## config.mk

```make
export PLATFORM = sky130hd
export DESIGN_NAME = sync_filter_bank
export DESIGN_NICKNAME = d
export VERILOG_FILES = /design/src/rtl/sync_filter_bank_pkg.sv /design/src/rtl/sync_filter_bank_chan.sv /design/src/rtl/sync_filter_bank.sv
export SDC_FILE = /design/constraint.sdc
export NUM_CORES = 1
export LEC_CHECK = 0
export ABC_AREA = 0
export CAP_MARGIN = 20
export CORE_MARGIN = 2
export CORE_UTILIZATION = 54
export DETAILED_ROUTE_END_ITERATION = 8
export GPL_ROUTABILITY_DRIVEN = 0
export HOLD_SLACK_MARGIN = 0.08
export PLACE_DENSITY = 0.84
export SLEW_MARGIN = 20
export SYNTH_ARGS = -nofsm -noshare
export SYNTH_HDL_FRONTEND = slang
export SYNTH_SLANG_ARGS = --single-unit
```

## constraint.sdc

```tcl
create_clock -name clk -period 2.6 [get_ports clk]
set_input_delay 0.52 -clock clk [delete_from_list [all_inputs] [get_ports clk]]
set_output_delay 0.52 -clock clk [all_outputs]
set_load 0.01 [all_outputs]
```

## src/rtl/sync_filter_bank_pkg.sv

```systemverilog
// Shared definitions for sync_filter_bank: edge_sel encodings, parameter range
// limits and the edge-match helper used by every channel.
package sync_pkg;

   typedef enum logic [1:0] {
      EDGE_RISE = 2'b00,
      EDGE_FALL = 2'b01,
      EDGE_BOTH = 2'b10,
      EDGE_NONE = 2'b11
   } edge_mode_e;

   localparam int WIDTH_MIN    = 1;
   localparam int WIDTH_MAX    = 32;
   localparam int STAGES_MIN   = 2;
   localparam int STAGES_MAX   = 4;
   localparam int FILT_LEN_MIN = 1;
   localparam int FILT_LEN_MAX = 255;

   // True when a transition old_lvl -> new_lvl is selected by mode.
   function automatic logic edge_hit(input logic [1:0] mode, input logic old_lvl,
                                     input logic new_lvl);
      logic hit;
      hit = 1'b0;
      case (mode)
         EDGE_RISE: hit = !old_lvl && new_lvl;
         EDGE_FALL: hit = old_lvl && !new_lvl;
         EDGE_BOTH: hit = old_lvl != new_lvl;
         default:   hit = 1'b0;
      endcase
      return hit;
   endfunction

endpackage

```

## src/rtl/sync_filter_bank_chan.sv

```systemverilog
// One channel: STAGES-deep synchronizer, optional persistence filter
// (SYNC_FILTER_BANK_FILTER_EN), registered edge pulse and sticky event flag.
module sync_chan
   import sync_pkg::*;
#(
   parameter int STAGES = 2
`ifdef SYNC_FILTER_BANK_FILTER_EN
   , parameter int FILT_LEN = 4
`endif
) (
   input  logic       clk,
   input  logic       rst_n,
   input  logic       ena,
   input  logic       async_in,
   input  logic [1:0] edge_sel,
   input  logic       clr,
   output logic       level_out,
   output logic       pulse_out,
   output logic       evt_flag
);

   logic [STAGES-1:0] sync_q;
   logic              s;
   logic              accept;
   logic              pulse_d;

   always_ff @(posedge clk or negedge rst_n) begin
      if (!rst_n) begin
         sync_q <= '0;
      end else if (ena) begin
         sync_q <= {sync_q[STAGES-2:0], async_in};
      end
   end

   assign s = sync_q[STAGES-1];

`ifdef SYNC_FILTER_BANK_FILTER_EN
   localparam int CW = $clog2(FILT_LEN + 1);
   logic [CW-1:0] cnt_q;

   // The FILT_LEN-th differing cycle accepts, so the counter never reaches FILT_LEN.
   assign accept = (s != level_out) && (cnt_q == CW'(FILT_LEN - 1));

   always_ff @(posedge clk or negedge rst_n) begin
      if (!rst_n) begin
         cnt_q <= '0;
      end else if (ena) begin
         if (s == level_out || accept) cnt_q <= '0;
         else                          cnt_q <= cnt_q + 1'b1;
      end
   end
`else
   assign accept = (s != level_out);
`endif

   assign pulse_d = accept && edge_hit(edge_sel, level_out, s);

   always_ff @(posedge clk or negedge rst_n) begin
      if (!rst_n) begin
         level_out <= 1'b0;
         pulse_out <= 1'b0;
         evt_flag  <= 1'b0;
      end else if (ena) begin
         if (accept) level_out <= s;
         pulse_out <= pulse_d;
         evt_flag  <= pulse_d | (evt_flag & ~clr);
      end else begin
         pulse_out <= 1'b0;
      end
   end

endmodule

```

## src/rtl/sync_filter_bank.sv

```systemverilog
// Bank of WIDTH independent synchronizer/filter channels. Define
// SYNC_FILTER_BANK_FILTER_EN to build the FILT_LEN glitch filter.
module sync_filter_bank
   import sync_pkg::*;
#(
   parameter int WIDTH    = 8,
   parameter int STAGES   = 2,
   parameter int FILT_LEN = 4
) (
   input  logic             clk,
   input  logic             rst_n,
   input  logic             ena,
   input  logic [WIDTH-1:0] async_in,
   input  logic [1:0]       edge_sel,
   input  logic [WIDTH-1:0] clr,
   output logic [WIDTH-1:0] level_out,
   output logic [WIDTH-1:0] pulse_out,
   output logic [WIDTH-1:0] evt_flag
);

   if (WIDTH < WIDTH_MIN || WIDTH > WIDTH_MAX ||
       STAGES < STAGES_MIN || STAGES > STAGES_MAX ||
       FILT_LEN < FILT_LEN_MIN || FILT_LEN > FILT_LEN_MAX) begin : g_bad_params
      $error("sync_filter_bank: parameter out of range");
   end

   for (genvar i = 0; i < WIDTH; i++) begin : g_chan
      sync_chan #(
         .STAGES(STAGES)
`ifdef SYNC_FILTER_BANK_FILTER_EN
         , .FILT_LEN(FILT_LEN)
`endif
      ) u_chan (
         .clk       (clk),
         .rst_n     (rst_n),
         .ena       (ena),
         .async_in  (async_in[i]),
         .edge_sel  (edge_sel),
         .clr       (clr[i]),
         .level_out (level_out[i]),
         .pulse_out (pulse_out[i]),
         .evt_flag  (evt_flag[i])
      );
   end

endmodule

```

==> flow_summary.toml <==
[finish]
drive_gt1_frac = 0.119
area_delta_synth_final_pct = 16.0
layout.nets = 249
fin_util = 0.655
antenna_cells = 0

[routing]
via_per_inst = 4.91
route.vias.total = 1267
drt-total-wl_mm = 3.06
wl_per_cell_um = 11.9
post-route-drc-count = 0
ant_nets = 0
firstDrtPassIters = 4
drt-initial-drc-count = 48

[synthesis]
ys_types = 16
synth_area_mm2 = 0.00208
synthesis.nets = 227
yosysSeqAreaShare = 0.480
synthTopCellsByArea = "dfrtp_1, ha_1, buf_4"
yosysWarnings = 0
synth_top_area_frac = 0.480
synth_top_area_cell = "dfrtp_1"
syn_avg_cell_area_um2 = 11.0
ys_ff_latch = 40
synthCells = 190

[sta]
fmax_ghz = 0.564
finalHoldViolCount = 0
setup_tns_ns = 0
rsz0062_at_grt = "false"
skew_ns = 0.00161
worst_pin_slew_ns = 0.854
slew_headroom = 0.430
report.final.slew_viol_count = 0
period_share = 0.682
setup_viol = 0
fin_crit_ns = 1.77

[floorplan]
die_y_um = 66.1
start_util = 0.565
core_mm2 = 0.00369
ios = 45
rows = 22
dieArea_mm2 = 0.00437
die_w_um = 66.1

[worst_setup_path]
cp.required_ns = 2.08
crit_end = "level_out[7]"
cp_slowest_cell = "clkdlybuf4s50_1"
start_kind = "flop"
crit_cells = 1
worst_ep_arrival_time_ns = 1.25
crit_path_end_kind = "output port"
cp_top_family = "buffers and inverters"
r2r-end = "g_chan[6].u_chan.evt_flag"
path_class = "flop to output port"
worstSetupStartpoint = "g_chan[7].u_chan.level_out"
r2r_setup_slack_ns = 1.31
crit_chain = "clkdlybuf4s50_1"
max_stage_delay_ns = 0.57
r2r_start = "g_chan[6].u_chan.sync_q[1]"
critPathBufInv = 1
cp_max_fo = 4
reg2regPathDepth = 5

[placed_design]
dp_hpwl_mm = 2.19
io_buffers = 44

[cts]
hold_buffers = 0
cts_root_buffer = "clkbuf_8"
htreeDepth = 2
numCtsBuffers = 5
cts_buffer_depth = 2
cts.sinks = 40
cts_tree = "done"
cts_resized = 0
path_clk_slew_ns = 0.07
post-cts-setup-buffers = 0
insertion_delay_ns = 0.28

[power_and_ir_drop]
irDropWorstVdd_mv = 0.436
comb_power_share = 0.368
p_sw_mw = 0.612
power_frac_clock = 0.179
powerDensity_mw_per_mm2 = 820
pwr-share-seq = 0.453
internal-power_mw = 1.37
p_leak_nw = 1.14
power_mw = 1.98
p_sw_frac = 0.309

[global_route]
grt_max_degree = 41
first_global_vias = 1241
grt_use_total = 0.166
overflow = 0
antenna_found_initial = 0
grt_pass1_wl_mm = 5.29

[flow_run]
max_cap_viol_count = 0

[min_path]
holdCritPathClass = "input port to asynchronous set/reset pin"

[status]
outcome = "finished clean"
==> how the worst min path moves through the flow <==
stage | end | depth (start not counted)
6_report | g_chan[1].u_chan.sync_q[0] | 1
5_1_grt | g_chan[1].u_chan.sync_q[0] | 1
4_1_cts | g_chan[1].u_chan.sync_q[0] | 1
3_5_place_dp | g_chan[4].u_chan.evt_flag | 1
3_3_place_gp | g_chan[3].u_chan.evt_flag | 1
2_1_floorplan | g_chan[0].u_chan.evt_flag | 0
==> sequential cells by signal, summed over array words and instances (netlist names) <==
register	flops
g_chan.u_chan.sync_q	16
g_chan.u_chan.evt_flag	8
g_chan.u_chan.level_out	8
g_chan.u_chan.pulse_out	8
==> cell families (layout without fill, tap and decap cells) <==
| kind of cell | Yosys count | in the layout | synth area share |
|---|---|---|---|
| buffers and inverters | 46 | 66 | 0.143 |
| and+or+nand+nor | 40 | 40 | 0.0967 |
| adders and majority gates | 16 | 16 | 0.0961 |
| muxes | 8 | 8 | 0.0432 |
| AOI/OAI and AO/OA | 40 | 40 | 0.141 |
| DFF | 40 | 40 | 0.480 |
==> placed cells by master (no fill, tap or decap), types with 6 or more instances in the layout <==
cell,synthesis,layout
nand3b_1,8,8
o21ai_0,16,16
mux2_2,8,8
dfrtp_1,40,40
a21o_1,8,8
a21oi_2,8,8
inv_1,16,16
ha_1,16,16
nand2b_1,7,7
nand2_1,24,24
o21bai_1,6,6
clkdlybuf4s50_1,0,43
==> power groups by stage <==
stage | combinational, mW | sequential, mW | clock [mW]
final | 0.730 | 0.897 | 0.355
after detailed placement | 0.741 | 0.910 | 0
after global placement | 0.713 | 0.903 | 0
after CTS | 0.746 | 0.900 | 0.372
after floorplan | 0.570 | 0.879 | 0
after global routing | 0.819 | 0.918 | 0.397
==> cell usage after synthesis <==
cell	count
o21ai_0	16
ha_1	16
or2b_1	1
inv_1	16
buf_4	25
nand2b_1	7
a21oi_2	8
mux2_2	8
o21bai_1	6
dfrtp_1	40
o21bai_4	2
nand3b_1	8
nand2_1	24
a21o_1	8
buf_6	4
buf_2	1
==> layout make-up <==
class                           count  area, um^2
Clock buffer                        5        68.8
Inverter                           16        60.1
Fill cell                         303        1270
Sequential cell                    40        1000
Multi-Input combinational cell    104         785
Timing Repair Buffer               45         443
Tap cell                           48        60.1
==> metal layers <==
metal / share of wire / GRT usage
met1: 0.42 / 0.176
met5: 0 / 0
met4: 0.017 / 0.0689
met2: 0.51 / 0.298
met3: 0.053 / 0.0579
==> metrics by stage <==
| step | instances | hold WS [ns] | instance area, um^2 | setup WS [ns] |
|---|---|---|---|---|
| after floorplan | 190 | 0.224 | 2080 | 1.41 |
| after global placement | 253 | 0.460 | 2350 | 0.659 |
| after detailed placement | 253 | 0.466 | 2350 | 0.645 |
| after CTS | 258 | 0.365 | 2420 | 0.811 |
| after global routing | 258 | 0.414 | 2420 | 0.783 |
| final | 258 | 0.342 | 2420 | 0.828 |
Power figures use the tool's default switching activity.
